`src/rtl/fetch_queue.sv`:
```
// fetch_queue: rv32 instruction-fetch front end.
// Owns the fetch PC, issues requests to a valid/ready instruction memory with
// variable latency, and buffers returned {instruction, PC} pairs in a DEPTH-entry
// in-order queue feeding decode. A redirect flushes the queue and marks all
// in-flight responses for discard.
// Optional build macro: FETCH_MISALIGN_TRAP_EN (adds out_fault; a misaligned
// redirect halts fetch and delivers a single faulting NOP entry).
module fetch_queue #(
  parameter int unsigned     XLEN     = 32,
  parameter int unsigned     DEPTH    = 4,
  parameter logic [XLEN-1:0] RESET_PC = '0
) (
  input  logic                       clk,
  input  logic                       rst,
  output logic                       imem_req_valid,
  input  logic                       imem_req_ready,
  output logic [XLEN-1:0]            imem_req_addr,
  input  logic                       imem_rsp_valid,
  input  logic [31:0]                imem_rsp_data,
  input  logic                       redirect_valid,
  input  logic [XLEN-1:0]            redirect_pc,
  output logic                       out_valid,
  input  logic                       out_ready,
  output logic [31:0]                out_inst,
  output logic [XLEN-1:0]            out_pc,
  output logic [XLEN-1:0]            out_pc_4,
  output logic [$clog2(DEPTH+1)-1:0] occupancy
`ifdef FETCH_MISALIGN_TRAP_EN
  ,
  output logic                       out_fault
`endif
);

  localparam int unsigned PW  = $clog2(DEPTH);
  localparam int unsigned CW  = $clog2(DEPTH+1);
  localparam logic [31:0] NOP = 32'h0000_0013;

  logic [XLEN-1:0] fetch_pc_q, fetch_pc_d;
  logic [XLEN-1:0] rsp_pc_q,   rsp_pc_d;
  logic [CW-1:0]   inflight_q, inflight_d;
  logic [CW-1:0]   drop_q,     drop_d;
  logic [CW-1:0]   count_q,    count_d;
  logic [PW-1:0]   head_q,     head_d;
  logic [PW-1:0]   tail_q,     tail_d;
  logic            started_q;

  logic [31:0]     inst_mem_q [DEPTH];
  logic [XLEN-1:0] pc_mem_q   [DEPTH];

  logic            halt;
  logic [CW:0]     pending;
  logic            req_valid;
  logic            req_fire;
  logic            pop;
  logic            push;
  logic [31:0]     wr_inst;
  logic [XLEN-1:0] wr_pc;
  logic [XLEN-1:0] redirect_pc_aligned;

`ifdef FETCH_MISALIGN_TRAP_EN
  logic            fault_mem_q [DEPTH];
  logic            halt_q, halt_d;
  logic            trap_pend_q, trap_pend_d;
  logic [XLEN-1:0] trap_pc_q, trap_pc_d;
  logic            wr_fault;
`endif

  // Request issue gating and handshake decode.
  always_comb begin
`ifdef FETCH_MISALIGN_TRAP_EN
    halt = halt_q;
`else
    halt = 1'b0;
`endif
    pending             = {1'b0, count_q} + {1'b0, inflight_q};
    req_valid           = started_q && !halt && !redirect_valid &&
                          (pending < (CW+1)'(DEPTH));
    req_fire            = req_valid && imem_req_ready;
    pop                 = !redirect_valid && (count_q != '0) && out_ready;
    redirect_pc_aligned = redirect_pc & ~XLEN'(3);
  end

  // Next-state logic for PCs, counters, pointers and the queue write port.
  always_comb begin
    fetch_pc_d = fetch_pc_q;
    rsp_pc_d   = rsp_pc_q;
    inflight_d = inflight_q + CW'(req_fire) - CW'(imem_rsp_valid);
    drop_d     = drop_q;
    count_d    = count_q;
    head_d     = head_q;
    tail_d     = tail_q;
    push       = 1'b0;
    wr_inst    = imem_rsp_data;
    wr_pc      = rsp_pc_q;
`ifdef FETCH_MISALIGN_TRAP_EN
    halt_d      = halt_q;
    trap_pend_d = trap_pend_q;
    trap_pc_d   = trap_pc_q;
    wr_fault    = 1'b0;
`endif

    if (req_fire) begin
      fetch_pc_d = fetch_pc_q + XLEN'(4);
    end

    if (redirect_valid) begin
      fetch_pc_d = redirect_pc_aligned;
      rsp_pc_d   = redirect_pc_aligned;
      // Every outstanding response is stale after a redirect. Drops still
      // pending from an earlier redirect are already counted in inflight, so
      // the drop count becomes inflight minus the response retiring now.
      drop_d     = inflight_q - CW'(imem_rsp_valid);
      count_d    = '0;
      head_d     = '0;
      tail_d     = '0;
`ifdef FETCH_MISALIGN_TRAP_EN
      halt_d      = |redirect_pc[1:0];
      trap_pend_d = |redirect_pc[1:0];
      trap_pc_d   = redirect_pc;
`endif
    end else begin
      if (imem_rsp_valid && (drop_q != '0)) begin
        drop_d = drop_q - CW'(1);
      end else if (imem_rsp_valid) begin
        push     = 1'b1;
        rsp_pc_d = rsp_pc_q + XLEN'(4);
      end
`ifdef FETCH_MISALIGN_TRAP_EN
      // While halted every in-flight response is a drop, so once drops
      // drain nothing else can compete for the write port.
      else if (trap_pend_q && (drop_q == '0)) begin
        push        = 1'b1;
        wr_inst     = NOP;
        wr_pc       = trap_pc_q;
        wr_fault    = 1'b1;
        trap_pend_d = 1'b0;
      end
`endif
      if (push) tail_d = tail_q + PW'(1);
      if (pop)  head_d = head_q + PW'(1);
      count_d = count_q + CW'(push) - CW'(pop);
    end
  end

  // Control state registers; issue is enabled one cycle after reset release.
  always_ff @(posedge clk or posedge rst) begin
    if (rst) begin
      fetch_pc_q <= RESET_PC;
      rsp_pc_q   <= RESET_PC;
      inflight_q <= '0;
      drop_q     <= '0;
      count_q    <= '0;
      head_q     <= '0;
      tail_q     <= '0;
      started_q  <= 1'b0;
`ifdef FETCH_MISALIGN_TRAP_EN
      halt_q      <= 1'b0;
      trap_pend_q <= 1'b0;
      trap_pc_q   <= RESET_PC;
`endif
    end else begin
      fetch_pc_q <= fetch_pc_d;
      rsp_pc_q   <= rsp_pc_d;
      inflight_q <= inflight_d;
      drop_q     <= drop_d;
      count_q    <= count_d;
      head_q     <= head_d;
      tail_q     <= tail_d;
      started_q  <= 1'b1;
`ifdef FETCH_MISALIGN_TRAP_EN
      halt_q      <= halt_d;
      trap_pend_q <= trap_pend_d;
      trap_pc_q   <= trap_pc_d;
`endif
    end
  end

  // Queue storage, written at the tail on push.
  always_ff @(posedge clk or posedge rst) begin
    if (rst) begin
      for (int unsigned i = 0; i < DEPTH; i++) begin
        inst_mem_q[i] <= '0;
        pc_mem_q[i]   <= '0;
`ifdef FETCH_MISALIGN_TRAP_EN
        fault_mem_q[i] <= 1'b0;
`endif
      end
    end else if (push) begin
      inst_mem_q[tail_q] <= wr_inst;
      pc_mem_q[tail_q]   <= wr_pc;
`ifdef FETCH_MISALIGN_TRAP_EN
      fault_mem_q[tail_q] <= wr_fault;
`endif
    end
  end

  // Output drive.
  always_comb begin
    imem_req_valid = req_valid;
    imem_req_addr  = fetch_pc_q;
    out_valid      = (count_q != '0);
    out_inst       = inst_mem_q[head_q];
    out_pc         = pc_mem_q[head_q];
    out_pc_4       = pc_mem_q[head_q] + XLEN'(4);
    occupancy      = count_q;
`ifdef FETCH_MISALIGN_TRAP_EN
    out_fault      = fault_mem_q[head_q];
`endif
  end

endmodule
```
`config.mk`:
```
export PLATFORM = sky130hd
export DESIGN_NAME = fetch_queue
export DESIGN_NICKNAME = d
export VERILOG_FILES = /design/src/rtl/fetch_queue.sv
export SDC_FILE = /design/constraint.sdc
export NUM_CORES = 1
export LEC_CHECK = 0
export BUFFER_PORTS_ARGS = -buffer_cell sky130_fd_sc_hd__buf_2
export CAP_MARGIN = 20
export CELL_PAD_IN_SITES_DETAIL_PLACEMENT = 0
export CELL_PAD_IN_SITES_GLOBAL_PLACEMENT = 1
export CORE_ASPECT_RATIO = 0.9
export CORE_MARGIN = 1
export CORE_UTILIZATION = 43
export DETAILED_ROUTE_END_ITERATION = 6
export GPL_TIMING_DRIVEN = 0
export PLACE_DENSITY_LB_ADDON = 0.1
export SLEW_MARGIN = 5
export SYNTH_ARGS = -nofsm -noshare
export SYNTH_HDL_FRONTEND = slang
export SYNTH_SLANG_ARGS = --single-unit
export TNS_END_PERCENT = 1
```
`constraint.sdc`:
```
create_clock -name clk -period 9.45 [get_ports clk]
set_input_delay 0.4725 -clock clk [delete_from_list [all_inputs] [get_ports clk]]
set_output_delay 0.4725 -clock clk [all_outputs]
set_load 0.02 [all_outputs]
```
==> results.md, run 1 <==
Outcome:
- The flow ran to the end, and the final reports show no timing, DRC or antenna violations.

Logic synthesis:
- Counting flops with an async set or reset pin after synthesis yields a share of 1.00.
- The synthesized area divided by synthesized cell count is roughly 13 um2.
- The post-synthesis instance area is 15500 um2.
- Among all flip-flop cells after synthesis, the most frequent one is sky130_fd_sc_hd__dfrtp_1.
- During synthesis, Yosys emitted a total of 0 warnings.
- Synthesis produced a netlist whose cell count is 1180.
- In this run, synthesis inferred 0 flip-flops with an integrated enable.
- The sequential fraction of the synthesis area is 0.519.
- In the post-synthesis netlist, the biggest area contributors are sky130_fd_sc_hd__dfrtp_1, sky130_fd_sc_hd__mux2_2, sky130_fd_sc_hd__mux4_2, sky130_fd_sc_hd__xnor2_1, sky130_fd_sc_hd__nand2_1.
- The netlist uses 55 different library cells.
- The flop and latch count out of synthesis is about 320.
- Summed over all instances, the cell type with the most area after synthesis is sky130_fd_sc_hd__dfrtp_1.
- Of the post-synthesis cell area, the dominant cell type holds 0.519.

CTS:
- The clock sink total is between 300 and 400.
- The longest clock path from root to sink contains 3 buffers.
- At the later pin of the worst-skew pair, clock insertion delay measures between 500 and 600 ps.
- In this run, post-CTS repair resized a total of 0 instances.
- The cell at the root of the clock tree is sky130_fd_sc_hd__clkbuf_16.
- The maximum level of the CTS H-tree is 2.
- The clock-pin transition on the worst setup and hold timing paths is 60 ps.
- The count of hold buffers inserted by post-cts repair is 0.
- The clock tree from TritonCTS is built.
- In this run the post-CTS setup repair buffer count came out at 0.
- The number of buffers created by CTS is 37.

Place:
- The post-place setup slack is around 6200 ps.
- The global placer's final weighted congestion is around 0.84.
- The number of buffers added on ports is about 190.
- In this run the cell area measured after placement is ~17000 um2.
- Once detailed placement completed, the half-perimeter wirelength came to 27.0 mm.

Finish:
- The final net count is ~1500.
- Counting the fill cells in the layout gives approximately 3200.
- In the final layout, the share of cells above drive strength 1 is 0.399.
- The design area is 18400 um2.
- The area growth from synthesis to layout is 18.7%.

Global route:
- The first global-routing pass estimated roughly 61 mm of wire.
- The number of antenna violations at the first check in global routing came to 1.
- The number of global-route vias before repair came to 10500.
- Across every metal layer, demand over resource in global routing totals 0.213.
- Summed over all layers, the global routing overflow is 0.
- The pin count of the biggest net entering global routing is approximately 120.

STA:
- The sum of negative setup slack is 0 ps.
- The worst max-slew margin expressed relative to the limit is 0.456.
- The number of endpoints with negative hold slack in the final report came to 0.
- Setup slack on the critical path of the routed design comes to 5850 ps.
- The final max-slew violation count came to 0.
- Clock skew on the completed layout was measured at 16.1 ps.
- At the pin with the least slew margin, the transition time is 816 ps.
- The post-layout minimum cycle time is between 3000 and 4000 ps.
- The count of endpoints failing setup in the final report is 0.
- Setup repair after global routing left no endpoint under its margin.
- Hold is met by approximately 12 ps.
- In the finished design, the share of the clock period the worst path needs comes to 0.381.
- The upper clock frequency limit is around 280 MHz.

Detailed routing:
- The number of detailed-route iterations in the first pass is 5.
- Using the TritonRoute via totals, the vias-per-cell ratio works out to 5.38.
- After the first detailed-routing iteration, the DRC count stood at between 400 and 500.
- The average wire per standard cell is roughly 20 um.
- The overall via count from detail_route is between 10000 and 15000.
- For this run, design rule violations remaining after detail routing come to 0.
- The routed wire length is between 30 and 40 mm.
- In this run the remaining antenna-violating nets after routing total 0.

Setup path:
- In this run the worst path has a maximum fanout of 10.
- The type of origin of the critical path is a flip-flop.
- The required time at the endpoint of the critical path is ~9000 ps.
- Data on the critical path arrives at its endpoint at approximately 3100 ps.
- STA classifies the critical path endpoint as an output port.
- The critical path class is reg2out.

Pwr:
- Across the VDD grid, the largest voltage drop is 0.172 mV.
- The switching part of the total power is 0.343.
- The net switching power of the design is about 1.7 mW.
- The logic gate share of total power is 0.351.
- The internal power consumption is between 3 and 4 mW.
- In this run the static leakage power is 8.71 nW.
- The portion of total power attributed to sequential cells is 0.357.
- Of the total power, the clock network draws 0.292.
- The total power per unit cell area is around 280 nW/um2.
- The total power of the final layout is just over 5 mW.

Floorplanning:
- The count of boundary I/O pins is just over 200.
- The region available for standard cell placement spans ~35000 um2.
- The die covers ~37000 um2.
- The chip width is slightly above 200 um.
- The floorplan die height is between 150 and 200 um.
- The effective utilization at floorplan is 0.440.
- Row generation in the floorplan step produced 65 rows.

Job:
- The number of max-cap violations is 0.

Worst hold path:
- The class of the tightest hold or removal check is in2async.
==> cells by family (layout without fill, tap and decap cells) <==
logic type	after synthesis	count (layout)	synth area share
DFF	322	322	0.519
muxes	300	300	0.265
and+or+nand+nor	255	255	0.0876
buffers and inverters	111	371	0.0326
AOI/OAI and AO/OA	101	101	0.0398
xor gates and xnor gates	70	70	0.0395
adders and majority gates	19	19	0.0163
other	2	8	0.000484
==> final timing paths <==
kind / startpoint / endpoint / slack (ps) / cells past startpoint
hold / removal: rst / occupancy[0]$_DFF_PP0_ / 10 / 2
setup / recovery: head_q[1]$_DFFE_PP0P_ / out_inst[29] / 5850 / 7
min in group clk: redirect_pc[7] / rsp_pc_q[7]$_DFFE_PP0P_ / 200 / 2
max in group asynchronous: rst / pc_mem_q[35]$_DFFE_PP0P_ / 8350 / 3
setup reg to reg: occupancy[1]$_DFF_PP0_ / inflight_q[2]$_DFF_PP0_ / 6270 / 13
hold reg to reg: pc_mem_q[123]$_DFFE_PP0P_ / pc_mem_q[123]$_DFFE_PP0P_ / 480 / 2
==> metal layers <==
metal  wire length, um  up-vias  track usage
met4               545        0       0.0472
met2             16700      214        0.314
met3              1660       46       0.0338
met1             19400     5247        0.330
li1                  -     4787            -
met5                 0        -            0
==> stage by stage <==
stage,util,std cells
after floorplan,-,1185
after global placement,0.485,1848
after detailed placement,0.486,1850
after CTS,0.522,1914
after global routing,0.522,1914
final,0.522,1915
==> flip-flops by register name, indices dropped and copies added, names as in the netlist <==
register       flops
inst_mem_q       128
pc_mem_q         120
imem_req_addr     30
rsp_pc_q          30
drop_q             3
inflight_q         3
occupancy          3
head_q             2
tail_q             2
started_q          1
==> power groups by stage <==
stage,registers (mW),clock network (mW),logic (mW)
floorplan,1.80,0,1.28
global placement,1.83,0,1.78
global route,1.85,1.58,1.93
detailed placement,1.83,0,1.81
finish,1.81,1.48,1.78
CTS,1.81,1.52,1.81
==> layout make-up <==
| type | count | area, um2 | area share |
|---|---|---|---|
| timing repair buffer | 196 | 1030 | 0.0556 |
| antenna | 1 | 2.50 | 0.000136 |
| multi-input combinational | 752 | 6990 | 0.379 |
| buffer | 78 | 383 | 0.0208 |
| clock buffer | 52 | 1090 | 0.0592 |
| sequential | 322 | 8060 | 0.437 |
| tap | 469 | 587 | 0.0318 |
| inverter | 33 | 131 | 0.00713 |
| clock inverter | 12 | 171 | 0.00930 |
==> worst max-delay path, cell delays in order, from the launching register on <==
cell                       delay, ps
sky130_fd_sc_hd__dfrtp_1         350
sky130_fd_sc_hd__buf_2           280
sky130_fd_sc_hd__buf_6           210
sky130_fd_sc_hd__buf_4           220
sky130_fd_sc_hd__buf_2           330
sky130_fd_sc_hd__clkbuf_1        600
sky130_fd_sc_hd__mux4_2          430
sky130_fd_sc_hd__buf_2           180
==> cells in the final DEF (no fill, tap or decap), types with 10 or more instances in the layout <==
cell type,netlist,layout
sky130_fd_sc_hd__dfrtp_1,322,322
sky130_fd_sc_hd__mux2_2,236,236
sky130_fd_sc_hd__buf_2,10,204
sky130_fd_sc_hd__nand2_1,87,87
sky130_fd_sc_hd__o21ai_0,59,59
sky130_fd_sc_hd__mux4_2,51,51
sky130_fd_sc_hd__xnor2_1,50,50
sky130_fd_sc_hd__nand3_1,42,42
sky130_fd_sc_hd__clkbuf_16,0,37
sky130_fd_sc_hd__clkbuf_1,28,32
sky130_fd_sc_hd__inv_1,32,31
sky130_fd_sc_hd__nor2_1,30,30
sky130_fd_sc_hd__buf_1,27,27
sky130_fd_sc_hd__nand4_1,22,22
sky130_fd_sc_hd__xor2_1,20,20
sky130_fd_sc_hd__ha_1,17,17
sky130_fd_sc_hd__nor3_1,13,13
sky130_fd_sc_hd__mux4_1,11,11
sky130_fd_sc_hd__and3_1,11,11
sky130_fd_sc_hd__clkbuf_8,0,11
sky130_fd_sc_hd__and4_1,10,10
==> cells in the mapped netlist (2+ instances only) <==
master                     count
sky130_fd_sc_hd__buf_1        27
sky130_fd_sc_hd__clkbuf_1     28
sky130_fd_sc_hd__nand4_4       2
sky130_fd_sc_hd__a31oi_1       5
sky130_fd_sc_hd__buf_2        10
sky130_fd_sc_hd__nor2_1       30
sky130_fd_sc_hd__nand3b_1      3
sky130_fd_sc_hd__buf_6         3
sky130_fd_sc_hd__nand2b_1      4
sky130_fd_sc_hd__and4_1       10
sky130_fd_sc_hd__mux2i_1       2
sky130_fd_sc_hd__nand2_1      87
sky130_fd_sc_hd__nor3_1       13
sky130_fd_sc_hd__nand4_1      22
sky130_fd_sc_hd__nor3b_1       2
sky130_fd_sc_hd__o31ai_1       2
sky130_fd_sc_hd__conb_1        2
sky130_fd_sc_hd__dfrtp_1     322
sky130_fd_sc_hd__a311o_1       2
sky130_fd_sc_hd__nor4_1        9
sky130_fd_sc_hd__nand3_1      42
sky130_fd_sc_hd__fa_1          2
sky130_fd_sc_hd__mux4_1       11
sky130_fd_sc_hd__and2_1        7
sky130_fd_sc_hd__a21oi_1       6
sky130_fd_sc_hd__ha_1         17
sky130_fd_sc_hd__buf_4         7
sky130_fd_sc_hd__xor2_1       20
sky130_fd_sc_hd__o311ai_0      8
sky130_fd_sc_hd__nor4_4        2
sky130_fd_sc_hd__mux4_2       51
sky130_fd_sc_hd__mux2_2      236
sky130_fd_sc_hd__a211o_1       3
sky130_fd_sc_hd__o21ai_0      59
sky130_fd_sc_hd__or4_1         4
sky130_fd_sc_hd__o211ai_1      7
sky130_fd_sc_hd__xnor2_1      50
sky130_fd_sc_hd__inv_1        32
sky130_fd_sc_hd__and3_1       11
sky130_fd_sc_hd__a41oi_1       5
(Power assumes the default switching activity.)
==> inputs of run 2 (changes only) <==
ABC_AREA = 1   (was unset)
CORE_UTILIZATION = 39   (was 43)
clock period = 3.1 ns   (was 9.45 ns; I/O delays follow)
==> run 2 against run 1 <==
  * Synthesized cell count rose by 93%
  * Die area rose by 20%
  * Cell count rose by 65%
  * Highest routed layer unchanged
  * Sequential share of layout area fell by 4.9 points
  * Register-to-register slack got worse by 6200 ps
  * First-iteration DRC count rose to 2.9 times the previous value
  * Global-route usage rose by 6.4 points
  * Largest power group is now combinational cells
  * Combinational power rose to 4.2 times the previous value
  * Synthesized area rose by 9.1%
  * Critical path type is now reg2reg
  * Flip-flop and latch count did not move
==> results.md, run 2 <==
Outcome:
- The run finished with clean final reports.

Setup path:
- The required time at the endpoint of the critical path was 3530 ps (-5450 ps).
- The register-to-register setup slack is 40 ps (-6230 ps).
- The launch instance of the worst register-to-register path is occupancy[1]$_DFF_PP0_.
- The worst setup path is captured at a flip-flop.
- The worst setup path is launched from a flip-flop.
- The peak fanout along the critical path is 10 (unchanged).
- In this run the critical register-to-register path is captured at inflight_q[2]$_DFF_PP0_.
- The critical path class is reg2reg.
- The arrival time reported for the critical path endpoint is 3490 ps (+360 ps).
- The length in cells of the worst reg-to-reg path was 12 (-1).

Logic synthesis:
- The predominant post-synthesis flop cell is sky130_fd_sc_hd__dfrtp_1.
- The post-synthesis instance area is 17000 um2 (+9.1%).
- The synthesized area divided by synthesized cell count is 7.46 um2 (-43%).
- Ranked by total cell area, the synthesized netlist is headed by sky130_fd_sc_hd__dfrtp_1, sky130_fd_sc_hd__nand2_1, sky130_fd_sc_hd__o21ai_0, sky130_fd_sc_hd__nor2_1, sky130_fd_sc_hd__nand3_1.
- The number of synthesis warnings is 0 (unchanged).
- The distinct cell type count after synthesis is 37 (-33%).
- Counting instances in the post-synthesis netlist gives the leading cell types as sky130_fd_sc_hd__nand2_1, sky130_fd_sc_hd__o21ai_0, sky130_fd_sc_hd__dfrtp_1, sky130_fd_sc_hd__nor2_1, sky130_fd_sc_hd__inv_1.
- The number of enable flip-flop cells after synthesis is 0 (unchanged).
- The flop and latch count out of synthesis came to 322 (unchanged).
- The area share of the leading cell type in the synthesized netlist was 0.475 (-0.0435).
- The sequential fraction of the synthesis area is 0.475 (-0.0435).
- The share of flip-flops with an asynchronous set or reset after synthesis is 1.00 (unchanged).
- The post-synthesis instance total came to 2272 (+93%).
- sky130_fd_sc_hd__dfrtp_1 takes more of the synthesized area than any other cell.
- Yosys instantiated no cell more often than sky130_fd_sc_hd__nand2_1.

Pwr:
- The total power per unit cell area came to 866 nW/um2 (+210%).
- The worst IR drop on VDD was 0.406 mV (+140%).
- The total power of the final layout is 18.0 mW (+260%).
- The total leakage power is 10.2 nW (+17%).

Finish:
- The antenna diode instance count is 0 (-1).
- The commonest non-fill, non-tap cell in the layout is sky130_fd_sc_hd__nand2_1.
- The core occupancy in the finished layout is 0.485 (-0.0375).
- The final net count was 2670 (+77%).
- The post-synthesis to final-layout area growth is 22.7%.
- The number of flip-flops in the largest register was 128 (unchanged).
- In the layout the commonest cells are sky130_fd_sc_hd__nand2_1, sky130_fd_sc_hd__o21ai_0, sky130_fd_sc_hd__dfrtp_1.
- The number of fill cells in the layout came to 4380 (+38%).
- The share of post-route cells with drive strength above 1 is 0.138 (-0.261).
- The largest registers in the layout are inst_mem_q: 128 flops, pc_mem_q: 120 flops.
- The register ranked first by flip-flop count is inst_mem_q.

Global route:
- The total global routing overflow is 0 (unchanged).
- The global routing usage summed across all routing layers is 0.277 (+0.0637).
- The number of antenna violations at the first check in global routing is 0 (-1).
- The number of global-route vias before repair is 15700 (+50%).
- The first-pass GRT wire length is 93.8 mm (+53%).
- The pin count of the biggest net entering global routing is 41 (-66%).

Detailed routing:
- The DRC violation total after the first TritonRoute iteration is 1340 (+190%).
- The average via count per standard cell is 5.25 (-2.3%).
- The number of detailed-route iterations in the first pass came to 5 (unchanged).
- The remaining antenna violation count after routing came to 0 (unchanged).
- The overall via count from detail_route is 16600 (+61%).
- The average wire per standard cell is 19.5 um (-2.9%).
- The number of DRC violations after detailed routing is 0 (unchanged).
- The routed wire length was 61.6 mm (+60%).

Floorplanning:
- The floorplan die height is 200 um (+9.6%).
- The number of rows created at floorplan is 72 (+11%).
- The total core area was 42900 um2 (+21%).
- The count of boundary I/O pins came to 203 (unchanged).
- The chip width is 222 um (+9.6%).
- The effective utilization at floorplan came to 0.395 (-0.0447).
- The area of the die was 44300 um2 (+20%).

STA:
- The minimum hold slack is 55.7 ps (+44.0 ps).
- The number of endpoints with negative hold slack in the final report is 0 (unchanged).
- The worst max-slew margin expressed relative to the limit is 0.490 (+0.0347).
- The measured slew at the worst slew-check pin is 764 ps (-52.1 ps).
- The worst-case clock skew was 15.1 ps (-1.06 ps).
- Setup repair after global routing could not meet its margin everywhere.
- The count of endpoints failing setup in the final report came to 0 (unchanged).
- The final max-slew violation count is 0 (unchanged).
- The upper clock frequency limit is around 330 MHz.
- The final critical-path share of the clock period is 0.988.
- The post-layout minimum cycle time is 3060 ps.

Place:
- The number of buffers added on ports is 194 (unchanged).
- The global placer's final weighted congestion is 0.893 (+6.7%).
- The final HPWL from detailed placement came to 44.8 mm (+66%).

CTS:
- The number of buffers created by CTS is 38 (+2.7%).
- The number of buffers on the longest clock path is 3 (unchanged).
- The maximum level of the CTS H-tree was 2 (unchanged).
- The clock-pin transition on the worst setup and hold timing paths is 60 ps (about the same).
- CTS placed an instance of sky130_fd_sc_hd__clkbuf_16 at the clock tree root.
- The count of buffers added by post-CTS timing repair for setup is 0 (unchanged).
- The clock sink total was 322 (unchanged).
- The clock tree from TritonCTS is built.
- The later-pin clock latency in the skew report is 550 ps (+30 ps).

Worst hold path:
- The end point of the worst hold path is drop_q[0]$_DFFE_PP0P_.
- The startpoint identified for the worst hold timing path is imem_rsp_valid.
- The class of the tightest hold or removal check is in2reg.
- Counting instances, the worst hold path has a depth of 4.

Job:
- The number of max-cap violations is 0 (unchanged).
run 2: cell count changes after synthesis, sizes merged, moves of 62 or more:
| cell | delta |
|---|---|
| mux2 | -236 |
| nor2 | +157 |
| nand2 | +704 |
| o21ai | +293 |
| mux4 | -62 |
| nand3 | +83 |
| inv | +137 |
run 2: layer usage:
metal  track usage  wire length [um]  up-vias
met1         0.403             29700     8095
met5             0                 0        -
li1              -                 -     7949
met3        0.0331              3190       71
met4        0.0661              1100        0
met2         0.441             27600      505
run 2: cell type report:
cell class,instances,area [um2],share of cell area
buffer,120,588,0.0283
timing repair buffer,264,1760,0.0847
inverter,173,656,0.0315
tap,555,694,0.0334
clock buffer,52,1150,0.0552
multi-input combinational,1662,7720,0.372
clock inverter,17,163,0.00782
sequential,322,8060,0.388
run 2: power by group:
group	switching, mW	internal (mW)
clock network	1.83	2.84
registers	0.657	5.15
logic	5.25	2.29
total	7.74	10.3
run 2: worst max path at each step:
stage	start	endpoint	slack [ps]	depth (start not counted)
final	occupancy[1]$_DFF_PP0_	inflight_q[2]$_DFF_PP0_	40	12
after floorplan	rst	drop_q[0]$_DFFE_PP0P_	-1350	1
after detailed placement	occupancy[1]$_DFF_PP0_	inflight_q[2]$_DFF_PP0_	-80	12
after CTS	head_q[1]$_DFFE_PP0P_	out_inst[27]	-50	6
after global placement	rst	pc_mem_q[49]$_DFFE_PP0P_	-3510	2
after global routing	occupancy[1]$_DFF_PP0_	inflight_q[2]$_DFF_PP0_	-110	12
run 2: cell families (layout without fill, tap and decap cells):
| logic type | count (synthesis) | after routing | share of synthesized area |
|---|---|---|---|
| AOI/OAI and AO/OA | 429 | 429 | 0.134 |
| xor gates and xnor gates | 52 | 52 | 0.0269 |
| adders and majority gates | 19 | 19 | 0.0149 |
| buffers and inverters | 293 | 626 | 0.0720 |
| DFF | 322 | 322 | 0.475 |
| other | 2 | 7 | 0.000443 |
| and+or+nand+nor | 1155 | 1155 | 0.276 |
run 2: timing repair:
action                                  in CTS  in global routing
endpoints found under the setup margin      40                 45
endpoints found under the hold margin      205                  0
hold buffers                                61                  0
gates resized for setup                     11                 15
run 2: metrics by stage:
step | setup TNS (ps) | std cells | setup WS, ps | area [um2]
3_3_place_gp | -1119670 | 3026 | -3510 | 18600
6_report | 0 | 3165 | 38.2 | 20800
3_5_place_dp | -82.9 | 3035 | -82.9 | 18800
5_1_grt | -506 | 3165 | -112 | 20800
4_1_cts | -75.3 | 3165 | -52.0 | 20800
2_1_floorplan | -434630 | 2277 | -1350 | 17000
run 2: worst max-delay path: stages, from the launching register on:
cell and delay (ps):
sky130_fd_sc_hd__dfrtp_1 450, sky130_fd_sc_hd__ha_1 230, sky130_fd_sc_hd__or2_2 280, sky130_fd_sc_hd__nor2_1 90, sky130_fd_sc_hd__nand3b_1 340, sky130_fd_sc_hd__buf_2 350, sky130_fd_sc_hd__ha_1 290, sky130_fd_sc_hd__inv_1 60
sky130_fd_sc_hd__ha_1 130, sky130_fd_sc_hd__inv_1 50, sky130_fd_sc_hd__fa_1 380, sky130_fd_sc_hd__xnor2_1 140, sky130_fd_sc_hd__xor2_1 140
==> inputs of run 3 (changes only) <==
BUFFER_PORTS_ARGS = -buffer_cell sky130_fd_sc_hd__buf_4   (was -buffer_cell sky130_fd_sc_hd__buf_2)
==> run 3 against run 2 <==
  * The flow now finishes with violations (setup timing)
  * First-iteration DRC count increased by 4.5%
  * Non-clock buffer count grew 3
  * Global-route usage is 0.28 points higher
  * Wire length barely moved
  * Largest power group unchanged
  * Sequential power about the same
  * Total power up 2.8%
==> results.md, run 3 (same netlist as run 2, synthesis figures left out) <==
Detailed routing:
- The routed wire length is 61.6 mm (about the same).
- The number of detailed-route iterations in the first pass is 7 (+2).
- The average wire per standard cell came to 19.5 um (about the same).
- The number of DRC violations after detailed routing came to 0 (unchanged).
- The DRC violation total after the first TritonRoute iteration is 1400 (+4.5%).
- The average via count per standard cell was 5.24 (-0.16%).
- The remaining antenna violation count after routing is 0 (unchanged).
- The overall via count from detail_route came to 16600 (-0.066%).

Floorplanning:
- The total core area is 42900 um2 (unchanged).
- The count of boundary I/O pins is 203 (unchanged).
- The chip width came to 222 um (unchanged).
- The number of rows created at floorplan is 72 (unchanged).
- The effective utilization at floorplan is 0.395 (unchanged).
- The area of the die is 44300 um2 (unchanged).
- The floorplan die height was 200 um (unchanged).

STA:
- The number of endpoints with negative hold slack in the final report is 0 (unchanged).
- The worst-case clock skew is 22.5 ps (+7.46 ps).
- The post-layout minimum cycle time is 3100 ps (+41.0 ps).
- The final critical-path share of the clock period came to 1.00 (+0.0132).
- The final max-slew violation count is 0 (unchanged).
- Setup repair after global routing could not meet its margin everywhere.
- The worst path setup slack after routing is -2.74 ps (-41.0 ps).
- The upper clock frequency limit came to 322 MHz (-1.3%).
- The measured slew at the worst slew-check pin came to 709 ps (-55.4 ps).
- The worst max-slew margin expressed relative to the limit is 0.527 (+0.0369).
- The count of endpoints failing setup in the final report is 1 (+1).

CTS:
- The number of buffers created by CTS is 38 (unchanged).
- The clock tree from TritonCTS is built.
- The cell at the root of the clock tree is sky130_fd_sc_hd__clkbuf_16.
- The number of buffers on the longest clock path is 3 (unchanged).
- The later-pin clock latency in the skew report came to 560 ps (about the same).
- The maximum level of the CTS H-tree is 2 (unchanged).
- The clock sink total is 322 (unchanged).
- The clock-pin transition on the worst setup and hold timing paths is 60 ps (about the same).

Pwr:
- The internal power consumption was 10.7 mW (+3.8%).
- The portion of total power attributed to sequential cells is 0.313 (-0.009).
- The total leakage power is 10.3 nW (+0.89%).
- The worst IR drop on VDD is 0.440 mV (+8.3%).
- The net switching power of the design is 7.85 mW (+1.4%).
- The switching part of the total power was 0.424 (-0.00573).
- The logic gate share of total power came to 0.441 (+0.023).
- The total power per unit cell area is 871 nW/um2 (+0.49%).
- The power share of the clock group is 0.246 (-0.013).

Global route:
- The number of antenna violations at the first check in global routing is 0 (unchanged).
- The first-pass GRT wire length is 94.9 mm (+1.2%).
- The global routing usage summed across all routing layers is 0.280 (+0.00279).
- The total global routing overflow is 0 (unchanged).
- The number of global-route vias before repair is 15900 (+1.4%).
- The pin count of the biggest net entering global routing is 40 (-2.4%).

Finish:
- The final net count is 2673 (+0.11%).
- In the layout the commonest cells are sky130_fd_sc_hd__nand2_1, sky130_fd_sc_hd__o21ai_0, sky130_fd_sc_hd__dfrtp_1.
- More flip-flops sit in one register than any other, and that register is inst_mem_q.
- The number of flip-flops in the largest register is 128 (unchanged).
- Leaving out fill and tap cells, the most frequent cell in the layout is sky130_fd_sc_hd__nand2_1.
- The share of post-route cells with drive strength above 1 came to 0.135 (-0.00284).
- The design area is 21300 um2 (+2.3%).
- The antenna diode instance count is 0 (unchanged).
- The post-synthesis to final-layout area growth is 25.4%.
- The largest registers in the layout are inst_mem_q: 128 flops, pc_mem_q: 120 flops.
- The number of fill cells in the layout is 4301 (-1.8%).

Setup path:
- Traced cell by cell, the critical path runs through buf_6 > buf_6 > buf_2 > buf_2 > clkbuf_1 > nor2_1 > o22ai_1 > buf_4.
- The arrival time reported for the critical path endpoint is 2950 ps (-540 ps).
- In this design, the largest share of critical-path delay is due to buffers and inverters.
- STA classifies the critical path endpoint as an output port.
- The sum of buffers and inverters on the critical path is 6 (+3).
- By startpoint and endpoint, the worst setup path is classified as reg2out.
- The type of origin of the critical path is a flip-flop.
- The required time at the endpoint of the critical path is 2940 ps (-590 ps).
- The peak fanout along the critical path came to 10 (unchanged).
- The slowest stage cell on the critical path is sky130_fd_sc_hd__clkbuf_1.
- The delay contributed by the slowest stage of the critical path is 510 ps (+60 ps).

Outcome:
- The flow ran to the end, but the final reports show violations.
- The final reports fail on setup timing.

Place:
- The final HPWL from detailed placement is 44.8 mm (about the same).
- The post-place setup slack is -83.4 ps (-0.544 ps).
- The placed instance area is 19300 um2 (+2.6%).
- The global placer's final weighted congestion is 0.896 (+0.29%).
- The number of buffers added on ports is 194 (unchanged).

Job:
- The number of max-cap violations is 0 (unchanged).

Worst hold path:
- The class of the tightest hold or removal check is in2reg.
-- run 3: changes by cell type in the layout (fill, tap and decap cells not counted), moves of 2 or more --
cell | before | now
sky130_fd_sc_hd__clkinv_2 | 13 | 8
sky130_fd_sc_hd__buf_4 | 7 | 203
sky130_fd_sc_hd__buf_2 | 214 | 20
sky130_fd_sc_hd__clkbuf_16 | 41 | 39
sky130_fd_sc_hd__clkbuf_1 | 67 | 75
sky130_fd_sc_hd__clkbuf_2 | 12 | 7
sky130_fd_sc_hd__clkinv_8 | 0 | 2
-- run 3: layout make-up --
type	count	area (um2)	area share
timing repair buffer	267	2270	0.107
inverter	173	656	0.0308
sequential	322	8060	0.379
tap	555	694	0.0327
buffer	120	582	0.0274
clock inverter	16	165	0.00777
multi-input combinational	1662	7730	0.363
clock buffer	53	1110	0.0521
-- run 3: path summary, 6_finish.rpt --
check	start	endpoint	slack (ps)	cells past startpoint
max	head_q[0]$_DFFE_PP0P_	out_inst[27]	-3	8
min	redirect_valid	drop_q[2]$_DFFE_PP0P_	70	5
max reg2reg	drop_q[0]$_DFFE_PP0P_	pc_mem_q[22]$_DFFE_PP0P_	240	11
min reg2reg	inst_mem_q[89]$_DFFE_PP0P_	inst_mem_q[89]$_DFFE_PP0P_	480	2
max in group asynchronous	rst	pc_mem_q[49]$_DFFE_PP0P_	1540	7
min in group asynchronous	rst	inst_mem_q[83]$_DFFE_PP0P_	200	3
-- run 3: power by group through the flow --
| stage | clock network (mW) | logic (mW) | registers, mW |
|---|---|---|---|
| finish | 4.55 | 8.16 | 5.80 |
| global route | 4.81 | 8.88 | 5.92 |
| CTS | 4.63 | 8.12 | 5.78 |
| detailed placement | 0 | 8.02 | 5.85 |
| global placement | 0 | 7.92 | 5.84 |
| floorplan | 0 | 4.70 | 5.78 |
-- run 3: per-stage QoR --
step	total power [mW]	hold WS [ps]	setup TNS [ps]	cells	utilization
2_1_floorplan	10.5	294	-434630	2277	-
3_3_place_gp	13.8	434	-1095020	3026	0.446
3_5_place_dp	13.9	224	-83.4	3035	0.450
4_1_cts	18.5	27.8	-54.7	3166	0.495
5_1_grt	19.6	81.0	-1590	3168	0.496
6_report	18.5	74.3	-2.74	3168	0.496
-- run 3: metal layers --
layer / GRT usage / vias up / routed length (um)
met5: 0 / - / 0
met4: 0.0676 / 0 / 1180
met3: 0.0357 / 82 / 3380
met2: 0.445 / 517 / 27800
met1: 0.406 / 8061 / 29300
li1: - / 7949 / -
-- run 3: repair_timing --
action                                  4_1_cts  5_1_grt
endpoints found under the hold margin       210        0
hold buffers                                 62        0
pin swaps                                     0        1
gates cloned                                  0        0
buffers inserted                              0        2
endpoints found under the setup margin       42       44
resized for setup                             9        8
-- run 3: worst min-delay path, stage by stage --
cell and delay [ps]:
sky130_fd_sc_hd__buf_4 110, sky130_fd_sc_hd__inv_1 110, sky130_fd_sc_hd__o21ai_0 90, sky130_fd_sc_hd__o21ai_0 70, sky130_fd_sc_hd__o21ai_0 60
